File: config.mk
export PLATFORM = sky130hd
export DESIGN_NAME = matrix_mul_job_sched_flat
export DESIGN_NICKNAME = d
export VERILOG_FILES = /design/src/rtl/matrix_mul_job_sched_pkg.sv /design/src/rtl/matrix_mul_job_sched_if.sv /design/src/rtl/matrix_mul_sched_rr_arb.sv /design/src/rtl/matrix_mul_job_sched.sv /design/src/flat_wrapper.sv
export SDC_FILE = /design/constraint.sdc
export NUM_CORES = 1
export LEC_CHECK = 0
export ABC_CLOCK_PERIOD_IN_PS = 3400
export CORE_MARGIN = 2
export CORE_UTILIZATION = 30
export DETAILED_ROUTE_END_ITERATION = 8
export HOLD_SLACK_MARGIN = 0.05
export PLACE_DENSITY = 0.6
export SYNTH_ARGS = -nofsm -noshare
export SYNTH_HDL_FRONTEND = slang
export SYNTH_SLANG_ARGS = --single-unit
File: constraint.sdc
create_clock -name clk -period 3.4 [get_ports clk]
set_clock_uncertainty 0.2 [all_clocks]
set_input_delay 0.51 -clock clk [delete_from_list [all_inputs] [get_ports clk]]
set_output_delay 0.51 -clock clk [all_outputs]
set_load 0.01 [all_outputs]
File: src/rtl/matrix_mul_job_sched_pkg.sv
// Shared types for the matrix_mul job scheduler: the controller job descriptor,
// the queued FIFO entry, FSM state encoding and a saturating increment helper.
package matrix_mul_job_sched_pkg;

  localparam int SCHED_NUM_REQ    = 4;
  localparam int SCHED_FIFO_DEPTH = 4;
  localparam int SCHED_ID_W       = $clog2(SCHED_NUM_REQ);

  // Job descriptor understood by matrix_mul_ctrl; .valid marks a live offer.
  typedef struct packed {
    logic        valid;
    logic [15:0] a_addr;
    logic [15:0] b_addr;
    logic [15:0] c_addr;
    logic [7:0]  matrix_n;
  } matrix_mul_ctrl_t;

  typedef struct packed {
    logic [SCHED_ID_W-1:0] id;
    matrix_mul_ctrl_t      desc;
  } sched_entry_t;

  typedef enum logic [1:0] {
    IDLE  = 2'd0,
    ISSUE = 2'd1,
    RUN   = 2'd2
  } sched_state_e;

  function automatic logic [31:0] sat_inc(input logic [31:0] v);
    return (v == 32'hFFFF_FFFF) ? v : v + 32'd1;
  endfunction

endpackage

File: src/rtl/matrix_mul_job_sched_if.sv
// Requester, controller and completion signals of the job scheduler.
// MATRIX_MUL_SCHED_PERF_EN adds the cpl_cycles completion field.
interface matrix_mul_job_sched_if
  import matrix_mul_job_sched_pkg::*;
#(
  parameter int NUM_REQ = SCHED_NUM_REQ,
  parameter int ID_W    = $clog2(NUM_REQ)
);
  logic [NUM_REQ-1:0]             req_valid;
  logic [NUM_REQ-1:0]             req_ready;
  matrix_mul_ctrl_t [NUM_REQ-1:0] req_desc;
  matrix_mul_ctrl_t               ctrl_info;
  logic                           ctrl_accept;
  logic                           ctrl_done;
  logic                           cpl_valid;
  logic [ID_W-1:0]                cpl_id;
  logic                           cpl_err;
  logic                           busy;
`ifdef MATRIX_MUL_SCHED_PERF_EN
  logic [31:0]                    cpl_cycles;
`endif

  // Environment side: requesters plus the downstream controller.
  modport master (
    output req_valid, req_desc, ctrl_accept, ctrl_done,
    input  req_ready, ctrl_info, cpl_valid, cpl_id, cpl_err, busy
`ifdef MATRIX_MUL_SCHED_PERF_EN
    , input cpl_cycles
`endif
  );

  // Scheduler side.
  modport slave (
    input  req_valid, req_desc, ctrl_accept, ctrl_done,
    output req_ready, ctrl_info, cpl_valid, cpl_id, cpl_err, busy
`ifdef MATRIX_MUL_SCHED_PERF_EN
    , output cpl_cycles
`endif
  );
endinterface

File: src/rtl/matrix_mul_sched_rr_arb.sv
// NUM_REQ-way round-robin arbiter: grants the first valid requester at or after
// the pointer; the pointer moves past the grantee whenever a grant is consumed.
module matrix_mul_sched_rr_arb #(
  parameter int NUM_REQ = 4,
  parameter int ID_W    = $clog2(NUM_REQ)
) (
  input  logic               clk,
  input  logic               rst,
  input  logic [NUM_REQ-1:0] req,
  input  logic               advance,
  output logic               grant_valid,
  output logic [ID_W-1:0]    grant_id,
  output logic [NUM_REQ-1:0] grant
);

  logic [ID_W-1:0] ptr;

  // Cyclic search for the first active request starting at the pointer.
  always_comb begin
    // NOTE: every output is given a default first so no path can infer a latch.
    grant_valid = 1'b0;
    grant_id    = '0;
    for (int i = 0; i < NUM_REQ; i++) begin
      if (!grant_valid && req[(int'(ptr) + i) % NUM_REQ]) begin
        grant_valid = 1'b1;
        grant_id    = ID_W'((int'(ptr) + i) % NUM_REQ);
      end
    end
  end

  assign grant = grant_valid ? (NUM_REQ'(1) << grant_id) : '0;

  // Pointer advances to the slot after the grantee on each consumed grant.
  always_ff @(posedge clk) begin
    // NOTE: state registers use non-blocking assignments so every flop samples pre-edge values.
    if (rst) begin
      ptr <= '0;
    end else if (advance) begin
      ptr <= (grant_id == ID_W'(NUM_REQ - 1)) ? '0 : grant_id + 1'b1;
    end
  end

endmodule

File: src/rtl/matrix_mul_job_sched.sv
// Job scheduler in front of matrix_mul_ctrl: round-robin intake from NUM_REQ
// requesters into an in-order FIFO, one job in flight at a time, one completion
// pulse per job (error pulse for matrix_n == 0 jobs, which are never issued).
// MATRIX_MUL_SCHED_PERF_EN adds a saturating ISSUE+RUN cycle count per completion.
module matrix_mul_job_sched
  import matrix_mul_job_sched_pkg::*;
#(
  parameter int NUM_REQ    = SCHED_NUM_REQ,
  parameter int FIFO_DEPTH = SCHED_FIFO_DEPTH,
  parameter int ID_W       = $clog2(NUM_REQ)
) (
  input logic                   clk,
  input logic                   rst,
  matrix_mul_job_sched_if.slave bus
);

  localparam int PTR_W = $clog2(FIFO_DEPTH);

  logic               grant_valid;
  logic [ID_W-1:0]    grant_id;
  logic [NUM_REQ-1:0] grant;
  logic               full;
  logic               empty;
  logic               push;
  logic               pop;

  sched_entry_t       mem [FIFO_DEPTH];
  logic [PTR_W-1:0]   wr_ptr;
  logic [PTR_W-1:0]   rd_ptr;
  logic [PTR_W:0]     count;
  sched_entry_t       head;
  sched_entry_t       new_entry;

  sched_state_e       state;
  sched_state_e       state_nxt;
  logic               load;
  logic               accept_now;
  logic               err_cpl;
  logic               done_cpl;

  matrix_mul_ctrl_t   ctrl_info_q;
  matrix_mul_ctrl_t   issue_desc;
  logic [ID_W-1:0]    cur_id;
  logic               cpl_valid_q;
  logic [ID_W-1:0]    cpl_id_q;
  logic               cpl_err_q;

  // Intake: a requester is ready only while granted and the FIFO has room;
  // a same-cycle pop does not free a slot.
  assign full          = (count == (PTR_W + 1)'(FIFO_DEPTH));
  assign empty         = (count == '0);
  assign push          = grant_valid && !full && !rst;
  assign bus.req_ready = grant & {NUM_REQ{!full && !rst}};

  matrix_mul_sched_rr_arb #(
    .NUM_REQ (NUM_REQ),
    .ID_W    (ID_W)
  ) u_arb (
    .clk         (clk),
    .rst         (rst),
    .req         (bus.req_valid),
    .advance     (push),
    .grant_valid (grant_valid),
    .grant_id    (grant_id),
    .grant       (grant)
  );

  assign head = mem[rd_ptr];

  // Entry captured from the granted requester.
  always_comb begin
    new_entry      = '0;
    new_entry.id   = SCHED_ID_W'(grant_id);
    new_entry.desc = bus.req_desc[grant_id];
  end

  // FIFO storage written on push.
  always_ff @(posedge clk) begin
    // NOTE: storage is not reset; an entry is only read after a push has written it.
    if (push) begin
      mem[wr_ptr] <= new_entry;
    end
  end

  // FIFO pointers and occupancy; pointers wrap naturally at the power-of-2 depth.
  always_ff @(posedge clk) begin
    if (rst) begin
      wr_ptr <= '0;
      rd_ptr <= '0;
      count  <= '0;
    end else begin
      if (push) wr_ptr <= wr_ptr + 1'b1;
      if (pop)  rd_ptr <= rd_ptr + 1'b1;
      case ({push, pop})
        2'b10:   count <= count + 1'b1;
        2'b01:   count <= count - 1'b1;
        default: count <= count;
      endcase
    end
  end

  // FSM state register.
  always_ff @(posedge clk) begin
    if (rst) state <= IDLE;
    else     state <= state_nxt;
  end

  // Next state and single-cycle control strobes.
  always_comb begin
    state_nxt  = state;
    pop        = 1'b0;
    load       = 1'b0;
    accept_now = 1'b0;
    err_cpl    = 1'b0;
    done_cpl   = 1'b0;
    case (state)
      IDLE: begin
        if (!empty) begin
          pop = 1'b1;
          if (head.desc.matrix_n == '0) begin
            err_cpl = 1'b1;
          end else begin
            load      = 1'b1;
            state_nxt = ISSUE;
          end
        end
      end
      ISSUE: begin
        if (bus.ctrl_accept) begin
          accept_now = 1'b1;
          state_nxt  = RUN;
        end
      end
      RUN: begin
        if (bus.ctrl_done) begin
          done_cpl  = 1'b1;
          state_nxt = IDLE;
        end
      end
      default: state_nxt = IDLE;
    endcase
  end

  // Offered descriptor always carries valid=1 regardless of the requester's field.
  always_comb begin
    issue_desc       = head.desc;
    issue_desc.valid = 1'b1;
  end

  // Controller offer register and completion pulse.
  always_ff @(posedge clk) begin
    if (rst) begin
      ctrl_info_q <= '0;
      cur_id      <= '0;
      cpl_valid_q <= 1'b0;
      cpl_id_q    <= '0;
      cpl_err_q   <= 1'b0;
    end else begin
      cpl_valid_q <= err_cpl || done_cpl;
      cpl_err_q   <= err_cpl;
      cpl_id_q    <= err_cpl ? ID_W'(head.id) : (done_cpl ? cur_id : '0);
      if (load) begin
        ctrl_info_q <= issue_desc;
        cur_id      <= ID_W'(head.id);
      end else if (accept_now) begin
        ctrl_info_q.valid <= 1'b0;
      end
    end
  end

  assign bus.ctrl_info = ctrl_info_q;
  assign bus.cpl_valid = cpl_valid_q;
  assign bus.cpl_id    = cpl_id_q;
  assign bus.cpl_err   = cpl_err_q;
  assign bus.busy      = (state != IDLE) || !empty;

`ifdef MATRIX_MUL_SCHED_PERF_EN
  logic [31:0] run_cycles;
  logic [31:0] cpl_cycles_q;

  // Cycle count from ISSUE entry through the ctrl_done cycle, reported with the pulse.
  always_ff @(posedge clk) begin
    if (rst) begin
      run_cycles   <= '0;
      cpl_cycles_q <= '0;
    end else begin
      cpl_cycles_q <= done_cpl ? sat_inc(run_cycles) : '0;
      if (load) begin
        run_cycles <= '0;
      end else if (state != IDLE) begin
        run_cycles <= sat_inc(run_cycles);
      end
    end
  end

  assign bus.cpl_cycles = cpl_cycles_q;
`endif

endmodule
File: src/flat_wrapper.sv
// flat-port wrapper written by rule: the top's interface ports become plain ports
module matrix_mul_job_sched_flat import matrix_mul_job_sched_pkg::*;
#(
  parameter int NUM_REQ    = SCHED_NUM_REQ,
  parameter int FIFO_DEPTH = SCHED_FIFO_DEPTH,
  parameter int ID_W       = $clog2(NUM_REQ)
)
  (clk, rst, bus_req_valid, bus_req_desc, bus_ctrl_accept, bus_ctrl_done, bus_req_ready, bus_ctrl_info, bus_cpl_valid, bus_cpl_id, bus_cpl_err, bus_busy);
  matrix_mul_job_sched_if #(.NUM_REQ(NUM_REQ), .ID_W(ID_W)) bus_i ();
  input logic clk;
  input logic rst;
  input wire logic [$bits(bus_i.req_valid)-1:0] bus_req_valid;
  input wire logic [$bits(bus_i.req_desc)-1:0] bus_req_desc;
  input wire logic [$bits(bus_i.ctrl_accept)-1:0] bus_ctrl_accept;
  input wire logic [$bits(bus_i.ctrl_done)-1:0] bus_ctrl_done;
  output wire logic [$bits(bus_i.req_ready)-1:0] bus_req_ready;
  output wire logic [$bits(bus_i.ctrl_info)-1:0] bus_ctrl_info;
  output wire logic [$bits(bus_i.cpl_valid)-1:0] bus_cpl_valid;
  output wire logic [$bits(bus_i.cpl_id)-1:0] bus_cpl_id;
  output wire logic [$bits(bus_i.cpl_err)-1:0] bus_cpl_err;
  output wire logic [$bits(bus_i.busy)-1:0] bus_busy;
  assign bus_i.req_valid = bus_req_valid;
  assign bus_i.req_desc = bus_req_desc;
  assign bus_i.ctrl_accept = bus_ctrl_accept;
  assign bus_i.ctrl_done = bus_ctrl_done;
  assign bus_req_ready = bus_i.req_ready;
  assign bus_ctrl_info = bus_i.ctrl_info;
  assign bus_cpl_valid = bus_i.cpl_valid;
  assign bus_cpl_id = bus_i.cpl_id;
  assign bus_cpl_err = bus_i.cpl_err;
  assign bus_busy = bus_i.busy;
  matrix_mul_job_sched #(.NUM_REQ(NUM_REQ), .FIFO_DEPTH(FIFO_DEPTH), .ID_W(ID_W)) u_core (.clk(clk), .rst(rst), .bus(bus_i));
endmodule
==> flow_summary.ini <==
[synthesis]
synth_top_area_share = 0.5323
yosys-top-cells-area = edfxtp_1 53%, mux2i_1 17%, dfxtp_1 12%
synth_compound_area_frac = 0.009942
syn_inst = 789
yosys.cell_types.count = 37
synthAdderAreaFrac = 0.01013
yosysWarningCount = 0
synth-xor-area-share = 0.003346
synth_nets = 1035
synth_seq_cells = 308
synthMuxAreaShare = 0.2726
avgSynthCellArea_um2 = 16.59
mappedNetlistArea_mm2 = 0.01309
synth_simple_gate_area_frac = 0.03231
synth_top_family_by_area = multiplexers
ys_seq_area_frac = 0.6485
netlist.top_cell.by_area = edfxtp_1

[sta]
post-route-period-util = 0.9511
period_needed_ps = 3234
fmax_mhz = 309.3
slew_headroom = 0.3256
fin_setup_tns_ps = 0
worstMarginPinSlew_ps = 1012
rsz0062_at_grt = no
setup_viol = 0
hold_violations = 0
finalMaxSlewViolations = 0

[placed_design]
numPortBuffers = 297
dp.cells = 1651
hpwlAfterDp_um = 20620
place_congestion = 0.6862

[setup_path]
cp_max_fo = 6
cp-end-kind = output port
cp-startpoint = bus_req_valid[0]
rrSetupSlack_ps = 660
critPathArrivalTime_ps = 2520
crit_type = input port to output port
start_kind = input port
worstPathRequired_ps = 2690

[clock_network]
clkLatencyLatePin_ps = 520
clockBufferDepth = 3
hold_buffers = 0
cts_resized = 0
numClockSinks = 308
post-cts-setup-buffer-count = 0
cts_tree = done
cts.htree.levels = 2
cts_inserted_buffers = 35
clockRootBuffer = clkbuf_16
cts.clk_slew.worst_paths_ps = 60

[die]
die_y_um = 212.9
die_w_um = 212.9
coreArea_mm2 = 0.04308
ios = 302
die_area_mm2 = 0.04532
start_util = 0.3039
fp-row-count = 76

[routing]
avgViaCountPerCell = 4.540
wl_per_cell_um = 18.09
drt_wl_total_um = 31000
dr.pass1.iters = 6
first_iter_violations = 410
ant_nets = 0
vias = 7782
detail_route.drc_violations = 0

[global_route]
grt_pass1_wl_um = 47020
antenna_found_initial = 0
grt_usage = 0.1365
globalRouteOverflowTotal = 0
grt_pass1_vias = 8216
grt_max_degree = 74

[worst_hold_path]
hp-class = input port to flip-flop
hold_path_startpoint = rst

[pwr]
swShare = 0.3095
clkPwrFrac = 0.236
seqPwrFrac = 0.398
ir_drop_mv = 0.4208
powerDensity_mw_per_mm2 = 804.3
combPwrFrac = 0.365
internal_power_uw = 9955
switchingPower_uw = 4462
p_leak_uw = 0.006535

[cells_and_area]
final_layout_size_suffix_gt1_frac = 0.1302
final_cells = 1714
syn2layout_area_growth_pct = 36.95
diodes = 0
fin_nets = 1349

[job]
cap_violations = 0

[status]
outcome = completed
[cell usage after synthesis]
| cell type | count |
|---|---|
| inv_1 | 9 |
| xor2_1 | 3 |
| a21oi_1 | 10 |
| and2_1 | 8 |
| nor2b_1 | 1 |
| nand3b_1 | 2 |
| a21boi_1 | 1 |
| fa_1 | 1 |
| mux2i_1 | 226 |
| nor4_1 | 2 |
| dfxtp_1 | 76 |
| o221ai_1 | 1 |
| inv_2 | 4 |
| nor2_1 | 74 |
| nand3_1 | 1 |
| clkbuf_1 | 27 |
| a22o_1 | 2 |
| nor3_1 | 2 |
| o21ai_1 | 1 |
| xnor2_1 | 2 |
| ha_1 | 9 |
| o21ai_0 | 1 |
| o22ai_1 | 1 |
| buf_2 | 8 |
| edfxtp_1 | 232 |
| buf_6 | 8 |
| nand2b_1 | 1 |
| buf_1 | 4 |
| a31oi_1 | 1 |
| o31ai_1 | 1 |
| buf_4 | 1 |
| a21o_1 | 1 |
| a211o_1 | 1 |
| mux4_2 | 58 |
| nand2_1 | 7 |
| nor3b_1 | 1 |
| or3_1 | 1 |
[layer usage]
layer | part of all wire | global-route usage
met5 | 0 | 0
met4 | 0.014 | 0.02918
met3 | 0.066 | 0.03721
met2 | 0.49 | 0.2353
met1 | 0.43 | 0.1714
[worst paths after layout]
path	cells past startpoint	to
worst max-delay path	8	bus_req_ready[3]
worst min register to register	1	u_core.bus.cpl_id[0]$_SDFF_PP0_
worst max register to register	7	u_core.bus.ctrl_info[28]$_SDFFE_PP0P_
worst min-delay path	3	u_core.u_arb.ptr[0]$_SDFFE_PP0P_
[cell usage in the layout (no fill, tap or decap), types with 3 or more instances in the layout]
| cell type | count |
|---|---|
| dfxtp_1 | 74 |
| nand2_1 | 7 |
| and2_4 | 4 |
| clkbuf_1 | 11 |
| edfxtp_1 | 232 |
| clkbuf_16 | 35 |
| nor2_1 | 74 |
| mux2i_1 | 226 |
| mux4_2 | 58 |
| inv_2 | 4 |
| and2_1 | 4 |
| inv_6 | 3 |
| inv_1 | 9 |
| buf_4 | 22 |
| clkbuf_8 | 3 |
| a21oi_1 | 8 |
| clkinv_2 | 5 |
| buf_12 | 7 |
| ha_1 | 9 |
| clkinv_1 | 5 |
| xor2_1 | 3 |
| clkdlybuf4s50_1 | 296 |
[worst max-delay path, cell delays in order]
cell and delay, ps:
clkdlybuf4s50_1 520, nor2b_1 190, nor2_1 90, o22ai_4 270, inv_2 130, ha_1 210, and2_1 130, clkdlybuf4s50_1 470
[cells by family after synthesis]
kind of cell / Yosys count
simple gates: 100
mux: 284
flops: 308
xor+xnor: 5
compound gates: 21
fa+ha+maj: 10
buf+inv: 61
[final cells by class]
cell class / count / area, µm²
inverters: 13 / 48.80
clock inverters: 14 / 77.57
repair buffers: 325 / 3268
flip-flops and latches: 308 / 8496
multi-input cells: 420 / 4344
well taps: 585 / 732.0
fillers: 3934 / 25150
clock buffers: 49 / 958.4
[power groups by stage]
stage / Clock, µW / Sequential, µW / Combinational, µW
finish: 3400 / 5750 / 5270
global route: 3690 / 5850 / 5740
CTS: 3530 / 5770 / 5430
detailed placement: 0 / 5830 / 5410
global placement: 0 / 5800 / 5330
floorplan: 0 / 5860 / 3260
[state kept, by name (all words and copies together) (netlist names), named ones only]
name,flops
u_core.bus.cpl_err,1
u_core.bus.cpl_id,2
u_core.bus.cpl_valid,1
u_core.bus.ctrl_info,57
u_core.count,3
u_core.cur_id,2
u_core.mem,232
u_core.rd_ptr,2
u_core.state,2
u_core.u_arb.ptr,2
u_core.wr_ptr,2
[metrics by stage]
step	setup slack, ps	utilization	power, µW	area [µm²]	hold slack, ps
4_1_cts	110.9	0.4161	14720	17920	113.7
2_1_floorplan	87.27	-	9112	13090	241.7
5_1_grt	11.74	0.4161	15290	17920	119.6
3_5_place_dp	61.47	0.3921	11240	16890	258.7
3_3_place_gp	136.9	0.3921	11130	16890	255.1
6_report	166.4	0.4161	14420	17920	127.1
Note: power is estimated with default switching activity, not from simulation.
